==> config.mk <==
export PLATFORM = sky130hd
export DESIGN_NAME = wb_stage
export DESIGN_NICKNAME = d
export VERILOG_FILES = /design/src/rtl/pipe_pkg.sv /design/src/rtl/wb_rdata_hold.sv /design/src/rtl/wb_stage.sv
export SDC_FILE = /design/constraint.sdc
export NUM_CORES = 1
export LEC_CHECK = 0
export CAP_MARGIN = 10
export CORE_AREA = 4 4 110 112
export CTS_CLUSTER_DIAMETER = 200
export DETAILED_ROUTE_END_ITERATION = 12
export DIE_AREA = 0 0 114 116
export HOLD_SLACK_MARGIN = 0.12
export PLACE_DENSITY = 0.77
export SLEW_MARGIN = 20
export SYNTH_ARGS = -nofsm -noshare
export SYNTH_HDL_FRONTEND = slang
export SYNTH_HIERARCHICAL = 1
export SYNTH_SLANG_ARGS = --single-unit
==> constraint.sdc <==
create_clock -name clk -period 3.55 [get_ports clk]
set_input_delay 0.5325 -clock clk [delete_from_list [all_inputs] [get_ports clk]]
set_output_delay 0.5325 -clock clk [all_outputs]
set_load 0.1 [all_outputs]
==> src/rtl/pipe_pkg.sv <==
// Shared pipeline definitions for the write-back slice.
//   XLEN / GPR_W  : datapath width and GPR index width
//   RESET_PC      : PC reported on the trace port while in reset or when tracing is off
//   wb_payload_t  : MEM/WB register contents seen by the write-back stage
//   gpr_writable  : true when a destination index names a real (non-r0) register
package pipe_pkg;

    localparam int          XLEN     = 32;
    localparam int          GPR_W    = 5;
    localparam logic [31:0] RESET_PC = 32'h1c00_0000;

    typedef struct packed {
        logic [XLEN-1:0]  pc;
        logic [XLEN-1:0]  alu_result;
        logic             res_from_mem;
        logic             gr_we;
        logic [GPR_W-1:0] dest;
    } wb_payload_t;

    function automatic logic gpr_writable(input logic [GPR_W-1:0] dest);
        return (dest != {GPR_W{1'b0}});
    endfunction

endpackage

==> src/rtl/wb_rdata_hold.sv <==
// Holds data-SRAM read data across commit stalls. The SRAM output is valid only in the
// first cycle an instruction sits in WB, so it is captured on that cycle if the
// instruction does not commit immediately, and replayed until commit.
// Ports:
//   clk, resetn      clock, async active-low reset
//   in_valid         WB holds a valid instruction
//   commit           instruction commits this cycle
//   data_sram_rdata  raw SRAM read data
//   rdata_eff        read data to use for write-back this cycle
module wb_rdata_hold
    import pipe_pkg::*;
(
    input  logic            clk,
    input  logic            resetn,
    input  logic            in_valid,
    input  logic            commit,
    input  logic [XLEN-1:0] data_sram_rdata,
    output logic [XLEN-1:0] rdata_eff
);

    logic            held_r;
    logic [XLEN-1:0] rdata_r;

    // Capture SRAM data on the first stalled cycle; release on commit.
    always_ff @(posedge clk or negedge resetn) begin
        if (!resetn) begin
            held_r  <= 1'b0;
            rdata_r <= {XLEN{1'b0}};
        end else if (commit) begin
            held_r  <= 1'b0;
        end else if (in_valid && !held_r) begin
            held_r  <= 1'b1;
            rdata_r <= data_sram_rdata;
        end else begin
            held_r  <= held_r;
            rdata_r <= rdata_r;
        end
    end

    // Replay the captured word while held; otherwise pass the live SRAM output.
    always_comb begin
        rdata_eff = data_sram_rdata;
        if (held_r) begin
            rdata_eff = rdata_r;
        end else begin
            rdata_eff = data_sram_rdata;
        end
    end

endmodule

==> src/rtl/wb_stage.sv <==
// Write-back stage: last pipeline stage. Selects load data or ALU result, drives the
// register-file write port and the bypass/hazard information for ID, and commits with
// zero latency whenever the commit sink is ready.
// Optional feature macro: WB_TRACE_EN (difftest trace port + retired-instruction counter).
// Ports:
//   clk, resetn                       clock, async active-low reset
//   in_valid / in_ready               MEM/WB handshake (in_ready = resetn & commit_ready)
//   commit_ready                      sink back-pressure
//   pc, alu_result, res_from_mem,
//   gr_we, dest                       MEM/WB payload
//   data_sram_rdata                   SRAM read data, valid first cycle only
//   rf_we, rf_waddr, rf_wdata         register-file write port (r0 writes suppressed)
//   wb_byp_valid/dest/data            bypass info for ID
//   debug_wb_pc/rf_we/rf_wnum/rf_wdata trace port
//   retired_cnt                       committed-instruction count
module wb_stage
    import pipe_pkg::*;
#(
    parameter int          RET_CNT_W = 32,
    parameter logic [31:0] RESET_PC  = pipe_pkg::RESET_PC
) (
    input  logic                 clk,
    input  logic                 resetn,
    input  logic                 in_valid,
    output logic                 in_ready,
    input  logic                 commit_ready,
    input  logic [XLEN-1:0]      pc,
    input  logic [XLEN-1:0]      alu_result,
    input  logic                 res_from_mem,
    input  logic                 gr_we,
    input  logic [GPR_W-1:0]     dest,
    input  logic [XLEN-1:0]      data_sram_rdata,
    output logic                 rf_we,
    output logic [GPR_W-1:0]     rf_waddr,
    output logic [XLEN-1:0]      rf_wdata,
    output logic                 wb_byp_valid,
    output logic [GPR_W-1:0]     wb_byp_dest,
    output logic [XLEN-1:0]      wb_byp_data,
    output logic [XLEN-1:0]      debug_wb_pc,
    output logic [3:0]           debug_wb_rf_we,
    output logic [GPR_W-1:0]     debug_wb_rf_wnum,
    output logic [XLEN-1:0]      debug_wb_rf_wdata,
    output logic [RET_CNT_W-1:0] retired_cnt
);

    wb_payload_t     pl_s;
    logic            ready_s;
    logic            commit_s;
    logic [XLEN-1:0] rdata_eff_s;

    assign pl_s     = {pc, alu_result, res_from_mem, gr_we, dest};
    assign ready_s  = resetn & commit_ready;
    assign commit_s = in_valid & ready_s;
    assign in_ready = ready_s;

    wb_rdata_hold u_hold (
        .clk             (clk),
        .resetn          (resetn),
        .in_valid        (in_valid),
        .commit          (commit_s),
        .data_sram_rdata (data_sram_rdata),
        .rdata_eff       (rdata_eff_s)
    );

    // Write-port and bypass outputs; everything is forced quiet while in reset.
    always_comb begin
        rf_we        = 1'b0;
        rf_waddr     = {GPR_W{1'b0}};
        rf_wdata     = {XLEN{1'b0}};
        wb_byp_valid = 1'b0;
        wb_byp_dest  = {GPR_W{1'b0}};
        wb_byp_data  = {XLEN{1'b0}};
        if (resetn) begin
            rf_we        = commit_s & pl_s.gr_we & gpr_writable(pl_s.dest);
            rf_waddr     = pl_s.dest;
            rf_wdata     = pl_s.res_from_mem ? rdata_eff_s : pl_s.alu_result;
            // Bypass is announced as soon as the instruction is present, stalled or not.
            wb_byp_valid = in_valid & pl_s.gr_we & gpr_writable(pl_s.dest);
            wb_byp_dest  = pl_s.dest;
            wb_byp_data  = rf_wdata;
        end else begin
            rf_we        = 1'b0;
        end
    end

`ifdef WB_TRACE_EN
    logic [RET_CNT_W-1:0] ret_cnt_r;

    // Count every commit, including non-writing instructions; wraps naturally.
    always_ff @(posedge clk or negedge resetn) begin
        if (!resetn) begin
            ret_cnt_r <= {RET_CNT_W{1'b0}};
        end else if (commit_s) begin
            ret_cnt_r <= ret_cnt_r + RET_CNT_W'(1);
        end else begin
            ret_cnt_r <= ret_cnt_r;
        end
    end

    // Trace port mirrors the commit; PC falls back to RESET_PC while in reset.
    always_comb begin
        debug_wb_pc       = RESET_PC;
        debug_wb_rf_wnum  = {GPR_W{1'b0}};
        if (resetn) begin
            debug_wb_pc      = pl_s.pc;
            debug_wb_rf_wnum = pl_s.dest;
        end else begin
            debug_wb_pc      = RESET_PC;
        end
        debug_wb_rf_we    = {4{rf_we}};
        debug_wb_rf_wdata = rf_wdata;
    end

    assign retired_cnt = ret_cnt_r;
`else
    // PC is only consumed by the trace port; keep it visibly sunk when tracing is off.
    logic unused_pc_s;
    assign unused_pc_s = ^pl_s.pc;

    assign debug_wb_pc       = RESET_PC;
    assign debug_wb_rf_we    = 4'b0000;
    assign debug_wb_rf_wnum  = {GPR_W{1'b0}};
    assign debug_wb_rf_wdata = {XLEN{1'b0}};
    assign retired_cnt       = {RET_CNT_W{1'b0}};
`endif

endmodule

# Word level (Yosys, flattened, before mapping)
# Cells that the tools add are included.
# op_classes
n_addsub,0
shift,0
muxes,8
reduce_logical,5
bitwise,7
div_mod_pow,0
eq_ne,0
n_mul,0
magnitude_cmp,0
# ops
op,n
$mux 32,3
$and 1x1->1,6
$mux 5,1
$reduce_bool 5->1,1
$mux 1,4
$reduce_and 2->1,1
$reduce_bool 2->1,1
$logic_and 1x1->1,1
$logic_not 1->1,1
$not 1->1,1
# totals
n_memories,0
output_inout_bits,182
reg_bits,33
mem_bits_ro,0
elab_cells,22
latchBits,0
ram_bits,0
in_bits,107

# Longest topological paths before layout
# depth
ltp_word,5
ltp_mapped,6
ltp_nobuf,3

# Cells and area by module
# Netlist, hierarchy kept.
# by_module_without_submodules
module,cells_each,area_per_inst_um2,seq_area_each_um2,instances
wb_stage,229,1755.4,0.0,1
wb_rdata_hold,107,1632.8,825.8,1

# Worst setup path before layout
# Ideal clock, no wire load.
# synth_path
path_kind,flip-flop to output port
start,register u_hold.held_r
end,output wb_byp_data[10]
arrival_time_ps,2805
required_ps,3017
n_path_buf,3
setup_slack_ps,213
path_stages_with_launch,7
cell_sequence,dfrtp_1 -> buf_6 -> buf_2 -> mux2_2 -> mux2i_1 -> nor2b_1 -> buf_4
# synth_between
elab_chain_len,3
# synth_lines
element,line_no,source
"start, declared",wb_rdata_hold.sv:21,logic held_r;
"start signal, assigned",wb_rdata_hold.sv:35,held_r <= held_r;
$mux 32,wb_rdata_hold.sv:43,if (held_r) begin
via rdata_eff_s[10],wb_stage.sv:49,logic [XLEN-1:0] rdata_eff_s;
$mux 32,wb_stage.sv:76,rf_wdata = pl_s.res_from_mem ? rdata_eff_s : pl_s.alu_result;
$mux 32,--,
"end, declared",wb_stage.sv:38,"output logic [XLEN-1:0] wb_byp_data,"
# The timed path passes the listed nets, and every way through them passes these cells.

# Final worst setup path
# layout_path
start,input resetn
end,output rf_we
# layout_between
elab_chain_len,5
# layout_lines
element,line_no,source
"start, declared",wb_stage.sv:23,"input logic resetn,"
$and 1x1->1,wb_stage.sv:52,assign ready_s = resetn & commit_ready;
$and 1x1->1,wb_stage.sv:53,assign commit_s = in_valid & ready_s;
$and 1x1->1 (2 in a row),wb_stage.sv:74,rf_we = commit_s & pl_s.gr_we & gpr_writable(pl_s.dest);
$mux 1 (*),wb_stage.sv:73,if (resetn) begin
"end, declared",wb_stage.sv:33,"output logic rf_we,"
# Every way passes the cells marked *; elsewhere a longest branch is shown, timed or not.

==> results.sh <==
export IMPL_fin_crit_ns=2.69
export IMPL_p_sw_mw=1.56
export IMPL_min_path_type="reg2reg"
export IMPL_place_hpwl_mm=5.94
export IMPL_rows=39
export IMPL_layout_setup_ws_ns=0.857
export IMPL_p_leak_nw=2.06
export IMPL_stdcell_area_um2=4270
export IMPL_fin_nets=553
export IMPL_arrival_ns=2.16
export IMPL_synthDistinctLibCells=19
export IMPL_irDropWorstVdd_mv=0.291
export IMPL_place_ws_ns=1.14
export IMPL_tightestPinTransition_ns=0.858
export IMPL_fmax_mhz=371
export IMPL_max_clock_path_buffers=2
export IMPL_wire_per_inst_um=12.8
export IMPL_start_util_pct=30.2
export IMPL_power_density_nw_per_um2=628
export IMPL_synth_cells=336
export IMPL_htree_levels=2
export IMPL_dpl_cell_area_um2=4110
export IMPL_cp_startpoint="resetn"
export IMPL_rsz0062_at_grt="false"
export IMPL_portBuffers=151
export IMPL_drt_wl_total_mm=7.55
export IMPL_area_growth_pct=26.0
export IMPL_vias=2329
export IMPL_final_fill_count=1097
export IMPL_antenna_left=0
export IMPL_cts_tree="done"
export IMPL_end_kind="output pin"
export IMPL_drive_above_1_share_pct=34.5
export IMPL_synthTopCellsByArea="buf_4 (31%), dfrtp_1 (24%), mux2_2 (20%), mux2i_1 (9.5%), nor2b_1 (5.9%)"
export IMPL_power_internal_mw=1.12
export IMPL_seqPwrFrac_pct=19.9
export IMPL_path_common_cell="buf_4"
export IMPL_worstRegToRegCells=3
export IMPL_via_per_inst=3.95
export IMPL_clk_pin_slew_worst_paths_ns=0.06
export IMPL_route_detailed_drc=0
export IMPL_ys_warn_count=6
export IMPL_clock_skew_ns=0.00217
export IMPL_hp_start="u_hold/rdata_r[22]"
export IMPL_whs_path_depth=1
export IMPL_grt_pass1_vias=2249
export IMPL_grt_pass1_wl_mm=11.1
export IMPL_outcome="completed"
export IMPL_finalCritPeriodShare_pct=75.9
export IMPL_n_antenna_cell=0
export IMPL_root_buffer="clkbuf_16"
export IMPL_relSlewSlack_pct=42.8
export IMPL_setup_violations=0
export IMPL_netlist_area_leader_share_pct=31.5
export IMPL_worstPathRequired_ns=3.02
export IMPL_synth_largest_area_cell="buf_4"
export IMPL_finalHoldViolCount=0
export IMPL_overflow=0
export IMPL_grt_max_degree=43
export IMPL_insertion_delay_ns=0.28
export IMPL_dr_pass1_iters=4
export IMPL_critical_path_class="in2out"
export IMPL_maxCapViolCount=0
export IMPL_ys_seq_elements=33
export IMPL_synth_avg_cell_area_um2=10.1
export IMPL_yosysSeqAreaShare_pct=24.4
export IMPL_worstSetupStartpointType="input pin"
export IMPL_cts_num_sinks=33
export IMPL_cts_buffers_inserted=5
export IMPL_drv_slew=0
export IMPL_crit_fanout=25
export IMPL_boundaryPins=289
export IMPL_pwr_share_clk_pct=16.0
export IMPL_p_comb_share_pct=64.1
export IMPL_swShare_pct=58.1
export IMPL_synthesis_area_um2=3390
export IMPL_grt_usage_pct=10.5
export IMPL_gp_congestion=0.799
export IMPL_slowest_stage="dlygate4sd3_1"
export IMPL_cpPeakStageDelay_ns=0.52
export IMPL_drtIter0Drc=53
export IMPL_antenna_found_initial=0
export IMPL_die_height_um=116
export IMPL_fp_coreArea_um2=11200
export IMPL_die_area_um2=13200
export IMPL_fin_tns_setup_ns=0
export IMPL_die_w_um=114
export IMPL_path_cells="dlygate4sd3_1, buf_2, buf_4, nand4_1, a21oi_1, buf_4"
export IMPL_r2r_start="u_hold/held_r"
[per-layer routing]
layer  GRT usage [%]  vias up  part of all wire (%)
li1                -     1086                     -
met5               0        -                     0
met3            2.19        4                   9.0
met4            3.40        0                  0.99
met2            20.4      143                    54
met1            11.1     1096                    36
[power groups by stage]
stage          registers (mW)  clock network (mW)  logic, mW
2_1_floorplan           0.512                   0       1.62
3_3_place_gp            0.532                   0       1.71
3_5_place_dp            0.540                   0       1.72
4_1_cts                 0.533               0.456       1.73
5_1_grt                 0.546               0.473       1.78
6_report                0.533               0.430       1.72
[cell usage in the layout, fill, tap and decap left out]
cell / n
dlygate4sd3_1: 1
nand3_1: 1
buf_2: 2
buf_4: 80
buf_12: 2
nor2_1: 3
and2_1: 6
and3_1: 1
dfrtp_2: 1
nor3_1: 1
nor3b_4: 1
mux2_1: 4
conb_1: 105
nor2b_1: 32
nand4_1: 1
clkbuf_16: 5
clkdlybuf4s50_1: 72
clkinvlp_4: 3
dfrtp_1: 32
mux2i_1: 32
mux2_2: 60
a21oi_1: 2
[registers in the layout (all words and copies together), names as in the netlist]
| signal | count |
|---|---|
| u_hold/rdata_r | 32 |
| u_hold/held_r | 1 |
[path summary, 6_finish.rpt]
path                       slack [ns]                  to
hold reg to reg                  0.48  u_hold/rdata_r[22]
min in group asynchronous        0.63  u_hold/rdata_r[26]
setup / recovery                 0.86               rf_we
hold / removal                   0.48  u_hold/rdata_r[22]
max in group asynchronous        2.42       u_hold/held_r
setup reg to reg                 1.73  u_hold/rdata_r[19]
[critical path, delay by kind of cell]
family                 cells  cell delay [ns]
buffers and inverters      4             1.34
and+or+nand+nor            1             0.12
AOI/OAI and AO/OA          1             0.15
[Yosys cell counts]
cell type	n
and2_1	6
a21oi_1	2
nand3_1	1
buf_6	5
buf_12	3
mux2_2	60
nor3_1	1
nor2_1	3
conb_1	2
nor3b_4	1
clkbuf_1	3
nor2b_1	32
dfrtp_1	33
nand4_1	1
mux2i_1	32
buf_4	142
buf_2	4
and3_1	1
mux2_1	4
[stage by stage]
step / cells / hold slack, ns / power (mW) / util, %
after floorplan: 439 / 0.237 / 2.13 / -
after global placement: 581 / 0.383 / 2.24 / 36.6
after detailed placement: 581 / 0.387 / 2.26 / 36.6
after CTS: 590 / 0.485 / 2.72 / 38.0
after global routing: 590 / 0.499 / 2.80 / 38.0
final: 590 / 0.485 / 2.68 / 38.0
[cell families (layout without fill, tap and decap cells)]
| logic type | Yosys count | after routing | share of synthesized area (%) |
|---|---|---|---|
| mux | 96 | 96 | 30.7 |
| compound gates | 2 | 2 | 0.295 |
| flops | 33 | 33 | 24.4 |
| other cells | 2 | 105 | 0.222 |
| simple gates | 46 | 46 | 8.57 |
| buf+inv | 157 | 165 | 35.8 |
[repair_timing]
action,CTS,global route
gates resized for setup,0,0
hold buffers,1,0
endpoints found under the hold margin,3,0
setup endpoints to repair,0,0
buffers inserted,0,0
[area by class of cell]
class                      instances  area (um^2)  area share (%)
clock inverter                     3         22.5           0.527
sequential                        33          827            19.4
timing repair buffer             157         1380            32.3
clock buffer                       5          125            2.93
multi-input combinational        249         1740            40.6
tap                              143          179            4.19
Power figures use the tool's default switching activity.
